<file path="src/rtl/cpr_measure_sequencer_if.sv">
// Control/result bundle between the power-management register file and the
// CPR ring-oscillator measurement sequencer.
interface cpr_measure_sequencer_if #(
    parameter int CNT_W = 16,
    parameter int WIN_W = 16
);
    logic             start;
    logic             stop;
    logic             continuous;
    logic [3:0]       chan_mask;
    logic [WIN_W-1:0] window_len;
    logic [1:0]       div_speed_cfg;
    logic [1:0]       div_rc_cfg;
    logic [3:0]       logiccpr;

    logic [3:0]       pd;
    logic             cpr_rn;
    logic [1:0]       divspeed;
    logic [1:0]       divrc;
    logic             busy;
    logic             result_valid;
    logic [1:0]       result_chan;
    logic [CNT_W-1:0] result_count;
    logic             result_ovf;
    logic             done;

    modport slave (
        input  start, stop, continuous, chan_mask, window_len,
               div_speed_cfg, div_rc_cfg, logiccpr,
        output pd, cpr_rn, divspeed, divrc, busy, result_valid,
               result_chan, result_count, result_ovf, done
    );

    modport master (
        output start, stop, continuous, chan_mask, window_len,
               div_speed_cfg, div_rc_cfg, logiccpr,
        input  pd, cpr_rn, divspeed, divrc, busy, result_valid,
               result_chan, result_count, result_ovf, done
    );
endinterface

</file>
<file path="src/rtl/cpr_measure_sequencer.sv">
// Powers one CPR ring at a time, settles it with the divider held in reset,
// then counts divided-output rising edges over a window of system clocks.
module cpr_measure_sequencer #(
    parameter int CNT_W      = 16,
    parameter int WIN_W      = 16,
    parameter int SETTLE_CYC = 32
) (
    input  logic                    i_clk,
    input  logic                    i_rn,
    cpr_measure_sequencer_if.slave  io_bus
);
    localparam int TMR_W = (WIN_W > 8) ? WIN_W : 8;

    typedef enum logic [1:0] {ST_IDLE, ST_SETTLE, ST_MEASURE, ST_REPORT} state_t;

    state_t           r_state, w_state_next;
    logic [3:0]       r_mask;
    logic [WIN_W-1:0] r_win_last;
    logic             r_cont;
    logic [1:0]       r_ch;
    logic [1:0]       r_divspeed, r_divrc;
    logic [TMR_W-1:0] r_tmr;
    logic             r_sync1, r_sync2, r_edge;
    logic [CNT_W-1:0] r_count;
    logic             r_ovf;
    logic [1:0]       r_res_chan;
    logic [CNT_W-1:0] r_res_count;
    logic             r_res_ovf;

    logic             w_latch, w_adv, w_done, w_cpr_rn;
    logic [3:0]       w_pd;
    logic [2:0]       w_above;
    logic             w_det, w_sat;
    logic [CNT_W-1:0] w_count_next;
    logic             w_ovf_next;

    function automatic logic [1:0] f_lowest(input logic [3:0] m);
        f_lowest = 2'd0;
        for (int i = 3; i >= 0; i--)
            if (m[i]) f_lowest = 2'(i);
    endfunction

    // {found, index} of the lowest set bit strictly above ch
    function automatic logic [2:0] f_above(input logic [3:0] m, input logic [1:0] ch);
        f_above = 3'b000;
        for (int i = 3; i >= 0; i--)
            if (m[i] && (i > int'(ch))) f_above = {1'b1, 2'(i)};
    endfunction

    assign w_above      = f_above(r_mask, r_ch);
    assign w_det        = r_sync2 & ~r_edge;
    assign w_sat        = (r_count == {CNT_W{1'b1}});
    assign w_count_next = (w_det && !w_sat) ? r_count + CNT_W'(1) : r_count;
    assign w_ovf_next   = r_ovf | (w_det & w_sat);

    always_ff @(posedge i_clk or negedge i_rn) begin
        if (!i_rn) r_state <= ST_IDLE;
        else       r_state <= w_state_next;
    end

    always_comb begin
        w_state_next = r_state;
        w_latch      = 1'b0;
        w_adv        = 1'b0;
        w_done       = 1'b0;
        w_cpr_rn     = 1'b0;
        w_pd         = 4'b0000;
        case (r_state)
            ST_IDLE: begin
                if (io_bus.start && (io_bus.chan_mask != 4'b0000)) begin
                    w_state_next = ST_SETTLE;
                    w_latch      = 1'b1;
                end
            end
            ST_SETTLE: begin
                w_pd = 4'b0001 << r_ch;
                if (io_bus.stop)
                    w_state_next = ST_IDLE;
                else if (r_tmr == TMR_W'(SETTLE_CYC - 1))
                    w_state_next = ST_MEASURE;
            end
            ST_MEASURE: begin
                w_pd     = 4'b0001 << r_ch;
                w_cpr_rn = 1'b1;
                if (io_bus.stop)
                    w_state_next = ST_IDLE;
                else if (r_tmr == TMR_W'(r_win_last))
                    w_state_next = ST_REPORT;
            end
            ST_REPORT: begin
                if (io_bus.stop) begin
                    w_state_next = ST_IDLE;
                end else if (w_above[2] || r_cont) begin
                    w_state_next = ST_SETTLE;
                    w_adv        = 1'b1;
                end else begin
                    w_state_next = ST_IDLE;
                    w_done       = 1'b1;
                end
            end
            default: w_state_next = ST_IDLE;
        endcase
    end

    always_ff @(posedge i_clk or negedge i_rn) begin
        if (!i_rn) begin
            r_mask      <= '0;
            r_win_last  <= '0;
            r_cont      <= 1'b0;
            r_ch        <= '0;
            r_divspeed  <= '0;
            r_divrc     <= '0;
            r_tmr       <= '0;
            r_sync1     <= 1'b0;
            r_sync2     <= 1'b0;
            r_edge      <= 1'b0;
            r_count     <= '0;
            r_ovf       <= 1'b0;
            r_res_chan  <= '0;
            r_res_count <= '0;
            r_res_ovf   <= 1'b0;
        end else begin
            if (w_latch) begin
                r_mask     <= io_bus.chan_mask;
                r_win_last <= (io_bus.window_len == '0) ? '0 : io_bus.window_len - WIN_W'(1);
                r_cont     <= io_bus.continuous;
                r_ch       <= f_lowest(io_bus.chan_mask);
                r_divspeed <= io_bus.div_speed_cfg;
                r_divrc    <= io_bus.div_rc_cfg;
            end else if (w_adv) begin
                r_ch <= w_above[2] ? w_above[1:0] : f_lowest(r_mask);
            end

            if ((r_state == ST_SETTLE || r_state == ST_MEASURE) && (w_state_next == r_state))
                r_tmr <= r_tmr + TMR_W'(1);
            else
                r_tmr <= '0;

            // synchronizer runs only while a ring is powered, so it is clear on SETTLE entry
            if (r_state == ST_SETTLE || r_state == ST_MEASURE) begin
                r_sync1 <= io_bus.logiccpr[r_ch];
                r_sync2 <= r_sync1;
                r_edge  <= r_sync2;
            end else begin
                r_sync1 <= 1'b0;
                r_sync2 <= 1'b0;
                r_edge  <= 1'b0;
            end

            if (r_state == ST_MEASURE) begin
                r_count <= w_count_next;
                r_ovf   <= w_ovf_next;
            end else begin
                r_count <= '0;
                r_ovf   <= 1'b0;
            end

            // capture includes an edge detected in the final MEASURE cycle
            if (r_state == ST_MEASURE && w_state_next == ST_REPORT) begin
                r_res_chan  <= r_ch;
                r_res_count <= w_count_next;
                r_res_ovf   <= w_ovf_next;
            end
        end
    end

    assign io_bus.pd           = w_pd;
    assign io_bus.cpr_rn       = w_cpr_rn;
    assign io_bus.divspeed     = r_divspeed;
    assign io_bus.divrc        = r_divrc;
    assign io_bus.busy         = (r_state != ST_IDLE);
    assign io_bus.result_valid = (r_state == ST_REPORT);
    assign io_bus.result_chan  = r_res_chan;
    assign io_bus.result_count = r_res_count;
    assign io_bus.result_ovf   = r_res_ovf;
    assign io_bus.done         = w_done;
endmodule

</file>
<file path="src/flat_wrapper.sv">
// flat-port wrapper written by rule: the top's interface ports become plain ports
module cpr_measure_sequencer_flat 
#(
    parameter int CNT_W      = 16,
    parameter int WIN_W      = 16,
    parameter int SETTLE_CYC = 32
)
  (i_clk, i_rn, io_bus_start, io_bus_stop, io_bus_continuous, io_bus_chan_mask, io_bus_window_len, io_bus_div_speed_cfg, io_bus_div_rc_cfg, io_bus_logiccpr, io_bus_pd, io_bus_cpr_rn, io_bus_divspeed, io_bus_divrc, io_bus_busy, io_bus_result_valid, io_bus_result_chan, io_bus_result_count, io_bus_result_ovf, io_bus_done);
  cpr_measure_sequencer_if #(.CNT_W(CNT_W), .WIN_W(WIN_W)) io_bus_i ();
  input  logic i_clk;
  input  logic i_rn;
  input wire logic [$bits(io_bus_i.start)-1:0] io_bus_start;
  input wire logic [$bits(io_bus_i.stop)-1:0] io_bus_stop;
  input wire logic [$bits(io_bus_i.continuous)-1:0] io_bus_continuous;
  input wire logic [$bits(io_bus_i.chan_mask)-1:0] io_bus_chan_mask;
  input wire logic [$bits(io_bus_i.window_len)-1:0] io_bus_window_len;
  input wire logic [$bits(io_bus_i.div_speed_cfg)-1:0] io_bus_div_speed_cfg;
  input wire logic [$bits(io_bus_i.div_rc_cfg)-1:0] io_bus_div_rc_cfg;
  input wire logic [$bits(io_bus_i.logiccpr)-1:0] io_bus_logiccpr;
  output wire logic [$bits(io_bus_i.pd)-1:0] io_bus_pd;
  output wire logic [$bits(io_bus_i.cpr_rn)-1:0] io_bus_cpr_rn;
  output wire logic [$bits(io_bus_i.divspeed)-1:0] io_bus_divspeed;
  output wire logic [$bits(io_bus_i.divrc)-1:0] io_bus_divrc;
  output wire logic [$bits(io_bus_i.busy)-1:0] io_bus_busy;
  output wire logic [$bits(io_bus_i.result_valid)-1:0] io_bus_result_valid;
  output wire logic [$bits(io_bus_i.result_chan)-1:0] io_bus_result_chan;
  output wire logic [$bits(io_bus_i.result_count)-1:0] io_bus_result_count;
  output wire logic [$bits(io_bus_i.result_ovf)-1:0] io_bus_result_ovf;
  output wire logic [$bits(io_bus_i.done)-1:0] io_bus_done;
  assign io_bus_i.start = io_bus_start;
  assign io_bus_i.stop = io_bus_stop;
  assign io_bus_i.continuous = io_bus_continuous;
  assign io_bus_i.chan_mask = io_bus_chan_mask;
  assign io_bus_i.window_len = io_bus_window_len;
  assign io_bus_i.div_speed_cfg = io_bus_div_speed_cfg;
  assign io_bus_i.div_rc_cfg = io_bus_div_rc_cfg;
  assign io_bus_i.logiccpr = io_bus_logiccpr;
  assign io_bus_pd = io_bus_i.pd;
  assign io_bus_cpr_rn = io_bus_i.cpr_rn;
  assign io_bus_divspeed = io_bus_i.divspeed;
  assign io_bus_divrc = io_bus_i.divrc;
  assign io_bus_busy = io_bus_i.busy;
  assign io_bus_result_valid = io_bus_i.result_valid;
  assign io_bus_result_chan = io_bus_i.result_chan;
  assign io_bus_result_count = io_bus_i.result_count;
  assign io_bus_result_ovf = io_bus_i.result_ovf;
  assign io_bus_done = io_bus_i.done;
  cpr_measure_sequencer #(.CNT_W(CNT_W), .WIN_W(WIN_W), .SETTLE_CYC(SETTLE_CYC)) u_core (.i_clk(i_clk), .i_rn(i_rn), .io_bus(io_bus_i));
endmodule
</file>
<file path="config.mk">
export PLATFORM = sky130hd
export DESIGN_NAME = cpr_measure_sequencer_flat
export DESIGN_NICKNAME = d
export VERILOG_FILES = /design/src/rtl/cpr_measure_sequencer_if.sv /design/src/rtl/cpr_measure_sequencer.sv /design/src/flat_wrapper.sv
export SDC_FILE = /design/constraint.sdc
export NUM_CORES = 1
export LEC_CHECK = 0
export ABC_AREA = 1
export ABC_CLOCK_PERIOD_IN_PS = 2140
export CAP_MARGIN = 20
export CORE_MARGIN = 3
export CORE_UTILIZATION = 39
export DETAILED_ROUTE_END_ITERATION = 6
export GPL_TIMING_DRIVEN = 0
export PLACE_DENSITY = 0.65
export SETUP_SLACK_MARGIN = 0.1
export SLEW_MARGIN = 20
export SYNTH_ARGS = -nofsm -noshare
export SYNTH_HDL_FRONTEND = slang
export SYNTH_SLANG_ARGS = --single-unit
</file>
<file path="constraint.sdc">
create_clock -name i_clk -period 2.14 [get_ports i_clk]
set_input_delay 0.428 -clock i_clk [delete_from_list [all_inputs] [get_ports i_clk]]
set_output_delay 0.428 -clock i_clk [all_outputs]
set_load 0.1 [all_outputs]
</file>
# After elaboration in Yosys (flattened, before gate mapping)
# Cells that the tools add are included.
dict set report classes {
  n_addsub 3
  order_cmp 4
  n_eq_ne 8
  shift 1
  mux 42
  n_bitwise 4
  reduce_logical 16
}
# operator n
set op_table {}
lappend op_table {{2-to-1 mux 16 bit} 4}
lappend op_table {{2-to-1 mux 2 bit} 17}
lappend op_table {{adder 16 x 1 -> 16 bit (second input constant)} 2}
lappend op_table {{== test 16 bit} 1}
lappend op_table {{== test 16 bit (second input constant)} 1}
lappend op_table {{== test 16 x 5 -> 1 bit (second input constant)} 1}
lappend op_table {{logical NOT 16 bit} 1}
lappend op_table {{subtractor 16 x 1 -> 16 bit (second input constant)} 1}
lappend op_table {{2-to-1 mux 1 bit} 15}
lappend op_table {{2-to-1 mux 3 bit} 3}
lappend op_table {{one-hot mux 2 bit (4 select lines)} 1}
lappend op_table {{logical AND 1 bit} 7}
lappend op_table {{== test 2 bit (second input constant)} 3}
lappend op_table {{greater-than comparator 2 bit (first input constant)} 2}
lappend op_table {{2-to-1 mux 4 bit} 1}
lappend op_table {{nonzero test 2 bit} 2}
lappend op_table {{nonzero test 4 bit} 1}
lappend op_table {{left shift 1 x 2 -> 4 bit (first input constant)} 1}
lappend op_table {{< comparator 2 x 3 -> 1 bit (second input constant)} 1}
lappend op_table {{bitwise AND 1 bit} 2}
lappend op_table {{binary-select mux 1 bit (select 2 bit)} 1}
lappend op_table {{== test 2 x 1 -> 1 bit (second input constant)} 1}
lappend op_table {{== test 2 bit} 1}
lappend op_table {{greater-than comparator 1 x 2 -> 1 bit (first input constant)} 1}
lappend op_table {{other kinds (6)} 7}
dict set report word_totals {
  reg_bits 84
  out_inout_bits 31
  word_cells 94
}

# Logic depth before layout (Yosys ltp)
# Gate-level depths: netlist of run 1.
dict set report depth {
  ltp_word 12
  ltp_mapped 17
  depth_no_buf 15
}

# Least setup slack after synthesis of run 1
# OpenSTA, ideal clock, no wires.
dict set report synth_path {
  path_kind {reg2out}
  from {reg u_core.r_state[0]}
  to {out io_bus_pd[1]}
  t_arrival_ns 2.990
  t_required_ns 1.712
  setup_slack_ns -1.278
  stages_incl_launch_ff 5
  n_path_buf 0
  cell_sequence {dfrtp_1 -> inv_1 -> ha_1 -> inv_1 -> nor3_1}
}
dict set report synth_between {
  elab_chain_len 3
}
# item line_no
set synth_rtl {}
lappend synth_rtl {{from (decl)} cpr_measure_sequencer.sv:16} ;# state_t r_state, w_state_next;
lappend synth_rtl {{from (signal assigned)} cpr_measure_sequencer.sv:58} ;# else r_state <= w_state_next;
lappend synth_rtl {{== test 2 bit / == test 2 x 1 -> 1 bit (equally long branches)} cpr_measure_sequencer.sv:68} ;# case (r_state)
lappend synth_rtl {{OR reduction 2 bit (no line) *} -}
lappend synth_rtl {{2-to-1 mux 4 bit *} -}
lappend synth_rtl {{to (decl)} flat_wrapper.sv:20} ;# output wire logic [$bits(io_bus_i.pd)-1:0] io_bus_pd;
# Every way passes the cells marked *; elsewhere a longest branch is shown, timed or not.

# Worst setup path after layout of run 1
dict set report layout_path {
  from {reg u_core.r_ch[1]}
  to {out io_bus_done}
}
dict set report layout_between {
  elab_chain_len 9
}
# item line_no
set layout_rtl {}
lappend layout_rtl {{from (decl)} cpr_measure_sequencer.sv:20} ;# logic [1:0] r_ch;
lappend layout_rtl {{from (signal assigned)} cpr_measure_sequencer.sv:127} ;# r_ch <= f_lowest(io_bus.chan_mask);
lappend layout_rtl {{from (signal assigned)} cpr_measure_sequencer.sv:131} ;# r_ch <= w_above[2] ? w_above[1:0] : f_lowest(r_mask);
lappend layout_rtl {{greater-than comparator 2 bit} cpr_measure_sequencer.sv:47} ;# if (m[i] && (i > int'(ch))) f_above = {1'b1, 2'(i)};
lappend layout_rtl {{logical AND 1 bit} cpr_measure_sequencer.sv:47}
lappend layout_rtl {{2-to-1 mux 3 bit (2 in series)} cpr_measure_sequencer.sv:47}
lappend layout_rtl {{2-to-1 mux 3 bit *} cpr_measure_sequencer.sv:47}
lappend layout_rtl {{logical OR 1 bit *} cpr_measure_sequencer.sv:93} ;# end else if (w_above[2] || r_cont) begin
lappend layout_rtl {{2-to-1 mux 1 bit *} cpr_measure_sequencer.sv:93}
lappend layout_rtl {{2-to-1 mux 1 bit *} cpr_measure_sequencer.sv:91} ;# if (io_bus.stop) begin
lappend layout_rtl {{2-to-1 mux 1 bit *} cpr_measure_sequencer.sv:68}
lappend layout_rtl {{to (decl)} flat_wrapper.sv:29} ;# output wire logic [$bits(io_bus_i.done)-1:0] io_bus_done;
# Marks and branches as above.

==> results of run 1 <==
sequential cells by signal, indices dropped and copies added, names as in the netlist:
register,flops
u_core.io_bus.divrc,2
u_core.r_cont,1
u_core.r_sync2,1
u_core.r_count,16
u_core.r_ch,2
u_core.r_ovf,1
u_core.io_bus.result_ovf,1
u_core.r_state,2
u_core.io_bus.result_count,16
u_core.r_mask,4
u_core.r_tmr,16
u_core.r_sync1,1
u_core.io_bus.divspeed,2
u_core.r_win_last,16
u_core.r_edge,1
u_core.io_bus.result_chan,2
per-layer routing:
metal,GRT usage [%],vias to the layer above,wire (um)
met2,27.12,92,5243
met5,0,-,0
li1,-,2067,-
met1,21.62,1929,4857
met4,5.581,0,150
met3,3.834,12,466
synthesized netlist by cell type:
cell type / instances
o22ai_1: 15
nand3_1: 27
ha_1: 8
nand2_4: 1
nand2_2: 18
inv_4: 1
nor2_1: 71
nand2_8: 1
a21oi_1: 6
nor4_1: 2
o21ai_1: 1
o21ai_0: 14
o211ai_1: 3
o21ai_2: 19
dfrtp_1: 84
a21oi_4: 1
o21a_1: 1
inv_2: 7
a31oi_1: 3
clkbuf_1: 5
nand2_1: 129
nor2_2: 5
nand4_1: 11
buf_12: 1
nor3b_1: 1
o21bai_1: 2
buf_8: 2
buf_6: 1
nor2_4: 1
nor3_2: 12
nand3b_1: 1
buf_2: 2
xnor2_1: 10
buf_4: 1
nor3_1: 16
nand3_2: 2
xor2_1: 25
inv_1: 75
a31oi_2: 1
logic make-up after synthesis:
logic type      Yosys count  synth area share [%]
compound gates           66                 9.606
xor+xnor                 35                 6.430
fa+ha+maj                 8                 2.100
buf+inv                  95                 8.635
flops                    84                 44.09
simple gates            298                 29.13
power groups by stage:
stage,logic (mW),registers [mW],clock network [mW]
after floorplan,1.60,2.32,0
after global placement,2.35,2.10,0
after detailed placement,2.40,2.10,0
after CTS,2.47,2.08,1.86
after global routing,3.04,2.13,1.93
final,2.78,2.09,1.82
worst reg2reg max path, delay by kind of cell, from the launching register on:
family,cells,cell delay (ns)
compound gates,3,0.34
buf+inv,4,0.54
flops,1,0.49
simple gates,6,0.52
area by class of cell:
| class | instances | area (sq um) | area share, % |
|---|---|---|---|
| clock buffers | 10 | 239.0 | 3.765 |
| clock inverters | 6 | 111.4 | 1.754 |
| plain buffers | 12 | 128.9 | 2.030 |
| repair buffers | 85 | 798.3 | 12.58 |
| inverters | 83 | 330.3 | 5.204 |
| well taps | 143 | 178.9 | 2.819 |
| multi-input cells | 407 | 2447 | 38.56 |
| flip-flops and latches | 84 | 2113 | 33.29 |
final timing paths:
| path | from | endpoint | slack, ns | cells after the start |
|---|---|---|---|---|
| worst min register to register | u_core.r_sync1 | u_core.r_sync2 | 0.46 | 2 |
| max in group asynchronous | i_rn | u_core.r_tmr[7] | 1.39 | 2 |
| min in group i_clk | u_core.r_sync1 | u_core.r_sync2 | 0.46 | 2 |
| worst min-delay path | i_rn | u_core.io_bus.result_count[5] | 0.14 | 1 |
| worst max-delay path | u_core.r_ch[1] | io_bus_done | 0.09 | 7 |
| worst max register to register | u_core.r_ch[1] | u_core.io_bus.result_count[11] | 0.15 | 13 |
timing repair:
action                                 in CTS  in global routing
pin swaps                                   2                 12
buffers inserted                            4                 17
gates resized for setup                    86                 39
setup endpoints to repair                  72                 59
endpoints found under the hold margin       0                  0
metrics by stage:
stage | hold slack (ns) | worst slack [ns] | util [%] | total power, mW
after global placement | 0.4227 | -2.804 | 48.73 | 4.451
after global routing | 0.1933 | 0.01872 | 54.43 | 7.095
after detailed placement | 0.4409 | -0.6616 | 48.88 | 4.504
final | 0.1365 | 0.08869 | 54.43 | 6.684
after floorplan | 0.1324 | 0.002289 | - | 3.926
after CTS | 0.1660 | 0.02266 | 52.30 | 6.403
==> flow_summary.json, run 1 <==
{
  "max-cap-violations": 0,
  "grtUsageTotal_pct": 16.54,
  "fin_crit_sh_pct": 95.86,
  "status": "complete, no violations",
  "nFillCells": 1082,
  "ant_nets": 0,
  "final_common_cell": "nand2_1",
  "synthCells": 586,
  "die_x_um": 116.6,
  "drive_gt1_share_pct": 24.02,
  "finalNonFillerCells": 830,
  "port_buffers": 63,
  "period_minus_slack_ns": 2.051,
  "syn_avg_cell_area_sq_um": 8.135,
  "synth.largest_area_cell": "dfrtp_1",
  "clkTransAtPathRegs_ns": 0.07,
  "crit_chain": "clkinv_4, nand2_4, nor2_4, nor2_4, nand2_2, nor2_4, buf_12",
  "swShare_pct": 39.72,
  "die_y_um": 116.6,
  "layout_common_cells": "nand2_1 (124), dfrtp_1 (75), inv_1 (68), nor2_1 (65), clkdlybuf4s50_1 (31)",
  "dpl.hpwl_um": 7890,
  "routabilityCongestion": 0.8675,
  "ctsHtreeMaxLevel": 3,
  "critPathTopFamily": "flip-flops",
  "p_clk_share_pct": 27.2,
  "post-route-drc-count": 0,
  "numCtsBuffers": 9,
  "antenna_found_initial": 0,
  "setup_tns_ns": 0,
  "synth-seq-cells": 84,
  "startpoint_type": "flop",
  "holdCritPathClass": "input pin to asynchronous set/reset pin",
  "syn_nets": 627,
  "fin_area_sq_um": 6347,
  "path_max_fanout": 6,
  "viasPerCell": 4.940,
  "dpl_cell_area_sq_um": 5700,
  "root_buffer": "clkbuf_16",
  "grt_max_degree": 55,
  "drt-total-wl_um": 10720,
  "ys_seq_area_share_pct": 44.09,
  "syn_to_final_growth_pct": 33.15,
  "drtIter0Drc": 225,
  "clock.fmax_mhz": 487.5,
  "slew_viol_final": 0,
  "yosys-top-cells-area": "dfrtp_1 (44%), nand2_1 (10%), inv_1 (5.9%)",
  "grt_pass1_wl_um": 17800,
  "cp_slowest_stage_delay_ns": 0.49,
  "cts_tree": "done",
  "hold_viol": 0,
  "crit_arrival_ns": 1.62,
  "hold_buffers": 0,
  "fin_nets": 723,
  "leakage_nw": 2.800,
  "overflow": 0,
  "power.density_nw_per_um2": 1053,
  "start_util_pct": 40.88,
  "via_count": 4100,
  "switching_power_mw": 2.655,
  "grt_pass1_vias": 3825,
  "routedWlPerCell_um": 12.91,
  "setup_viol": 0,
  "rows": 39,
  "synth_top_cell_area_share_pct": 44.09,
  "fin_skew_ns": 0.009809,
  "p_int_mw": 4.029,
  "synth_cell_types": 39,
  "worstSetupPathType": "flop to output pin",
  "slowest_stage": "dfrtp_2",
  "end_kind": "output pin",
  "cts_max_path_buffers": 2,
  "required_ns": 1.71,
  "peakVddDrop_v": 0.0009046,
  "rsz0062_at_grt": "true",
  "yosys_warnings": 0,
  "diodes": 0,
  "relSlewSlack_pct": 35.72,
  "tightest_slew_ns": 0.9680,
  "dp_cells": 793,
  "firstDrtPassIters": 4,
  "cts.sinks": 84,
  "coreArea_sq_um": 11660,
  "netlist_area_sq_um": 4767,
  "pwr-share-seq_pct": 31.2,
  "io_pins": 64,
  "crit_buf_inv": 2,
  "insertion_delay_ns": 0.35,
  "die_area_sq_um": 13590,
  "combPwrFrac_pct": 41.5,
  "crit_top_cell": "nor2_4"
}
Power figures use the tool's default switching activity.
==> run 2: changes to the inputs <==
CORE_UTILIZATION = 42   (was 39)
DONT_BUFFER_PORTS = 1   (was default)
PLACE_DENSITY = 0.61   (was 0.65)
==> run 2 against run 1 <==
  * The run now ends with hold timing, setup timing left
  * Setup slack lost 0.35 ns
  * Final cell count shrank 6.7%
  * Combinational power shrank 3%
  * Hold slack lost 0.35 ns
  * Routed wire length grew 3.1%
  * Sequential power grew 12%
  * Global-route usage grew 1.6 points
  * Critical endpoint is now io_bus_pd[1]
==> flow_summary.json, run 2 (synthesized netlist as in run 1, its figures left out) <==
{
  "status": "finished, violations left",
  "violations": "hold timing, setup timing",
  "final_common_cell": "nand2_1",
  "drtIter0Drc": 228,
  "drive_gt1_share_pct": 30.60,
  "end_kind": "output pin",
  "routabilityCongestion": 0.8778,
  "grtUsageTotal_pct": 18.10,
  "antenna_found_initial": 0,
  "diodes": 0,
  "start_util_pct": 43.40,
  "met1_length_um": 4768,
  "wl_met2_um": 5445,
  "slew_viol_final": 0,
  "numCtsBuffers": 9,
  "setup_viol": 38,
  "pre_cts_ws_ns": -0.2067,
  "crit_arrival_ns": 1.98,
  "cts.sinks": 84,
  "via_count": 3915,
  "fin_crit_sh_pct": 112.4,
  "fin_skew_ns": 0.007412,
  "relSlewSlack_pct": 32.93,
  "drt-total-wl_um": 11050,
  "tightest_slew_ns": 1.003,
  "leakage_nw": 2.682,
  "dpl.hpwl_um": 7468,
  "ant_nets": 0,
  "layout_common_cells": "nand2_1 (113), dfrtp_1 (79), inv_1 (69), nor2_1 (66), xor2_1 (25)",
  "die_y_um": 112.5,
  "required_ns": 1.71,
  "fin_nets": 670,
  "setup_slack_ns": -0.2660,
  "grt_pass1_wl_um": 18520,
  "firstDrtPassIters": 4,
  "startpoint_type": "flop",
  "port_buffers": 0,
  "period_minus_slack_ns": 2.406,
  "finalNonFillerCells": 774,
  "path_max_fanout": 3,
  "io_pins": 64,
  "hold_viol": 84,
  "dr_wl_met3_um": 634,
  "reg2reg_from": "u_core.r_state[0]",
  "die_area_sq_um": 12660,
  "worstSetupPathType": "flop to output pin",
  "power.density_nw_per_um2": 1101,
  "dp_cells": 726,
  "die_x_um": 112.5,
  "rows": 38,
  "whs_ns": -0.2170,
  "grt_pass1_vias": 3925,
  "rsz0062_at_grt": "true",
  "cts_max_path_buffers": 2,
  "grt_max_degree": 85,
  "max-cap-violations": 0,
  "holdCritPathClass": "input pin to asynchronous set/reset pin",
  "clkTransAtPathRegs_ns": 0.06,
  "peakVddDrop_v": 0.001058,
  "viasPerCell": 5.058,
  "cp-startpoint": "u_core.r_state[0]",
  "post-route-drc-count": 0,
  "clock.fmax_mhz": 415.6,
  "coreArea_sq_um": 10980,
  "cts_tree": "done",
  "insertion_delay_ns": 0.34,
  "ctsHtreeMaxLevel": 3,
  "routedWlPerCell_um": 14.28,
  "topRoutingLayerUsed": "met4",
  "root_buffer": "clkbuf_16",
  "syn_to_final_growth_pct": 31.13,
  "nFillCells": 961,
  "overflow": 0
}
[run 2: layout make-up]
cell class	instances	area (sq um)	share of cell area (%)
plain buffers	12	153.9	2.462
clock buffers	11	252.7	4.043
clock inverters	5	107.6	1.721
inverters	83	330.3	5.284
multi-input cells	407	2725	43.59
flip-flops and latches	84	2108	33.73
well taps	140	175.2	2.802
repair buffers	32	397.9	6.365
[run 2: what timing repair did]
action	in CTS	in global routing
buffers inserted	20	7
pin swaps	18	23
endpoints found under the hold margin	84	84
gates cloned	6	0
setup endpoints to repair	65	79
resized for setup	78	45
[run 2: final timing paths]
kind	depth (start not counted)	end	slack (ns)
worst max-delay path	4	io_bus_pd[1]	-0.27
worst min-delay path	0	u_core.r_count[3]	-0.22
worst max register to register	15	u_core.io_bus.result_count[1]	-0.21
worst min register to register	2	u_core.r_sync2	0.43
max in group asynchronous	0	u_core.r_win_last[12]	2.20
min in group i_clk	1	u_core.r_win_last[0]	0.17
[run 2: worst max-delay path, stage by stage, from the launching register on]
cell     delay (ns)
dfrtp_2        0.40
inv_4          0.06
ha_4           0.31
inv_8          0.04
nor3_4         0.82
[run 2: per-layer routing]
| layer | vias to the layer above | track usage (%) |
|---|---|---|
| met5 | - | 0 |
| met4 | 0 | 5.929 |
| met3 | 18 | 5.876 |
| met2 | 90 | 30.19 |
| met1 | 1853 | 22.25 |
| li1 | 1954 | - |
[run 2: through the flow]
stage               cell area (sq um)  TNS [ns]  util [%]  power, mW
floorplan                        4873         0         -      3.926
global placement                 5049    -6.349     45.97      4.212
detailed placement               5049    -8.096     45.97      4.255
CTS                              6007    -5.895     54.69      6.660
global route                     6251    -10.14     56.92      7.253
finish                           6251    -5.819     56.92      6.884
[run 2: where the power goes]
group / leakage [nW] / internal (mW) / switching, mW
clock network: 0.176 / 1.21 / 0.638
logic: 1.39 / 1.06 / 1.63
registers: 1.11 / 1.87 / 0.481
total: 2.68 / 4.14 / 2.74
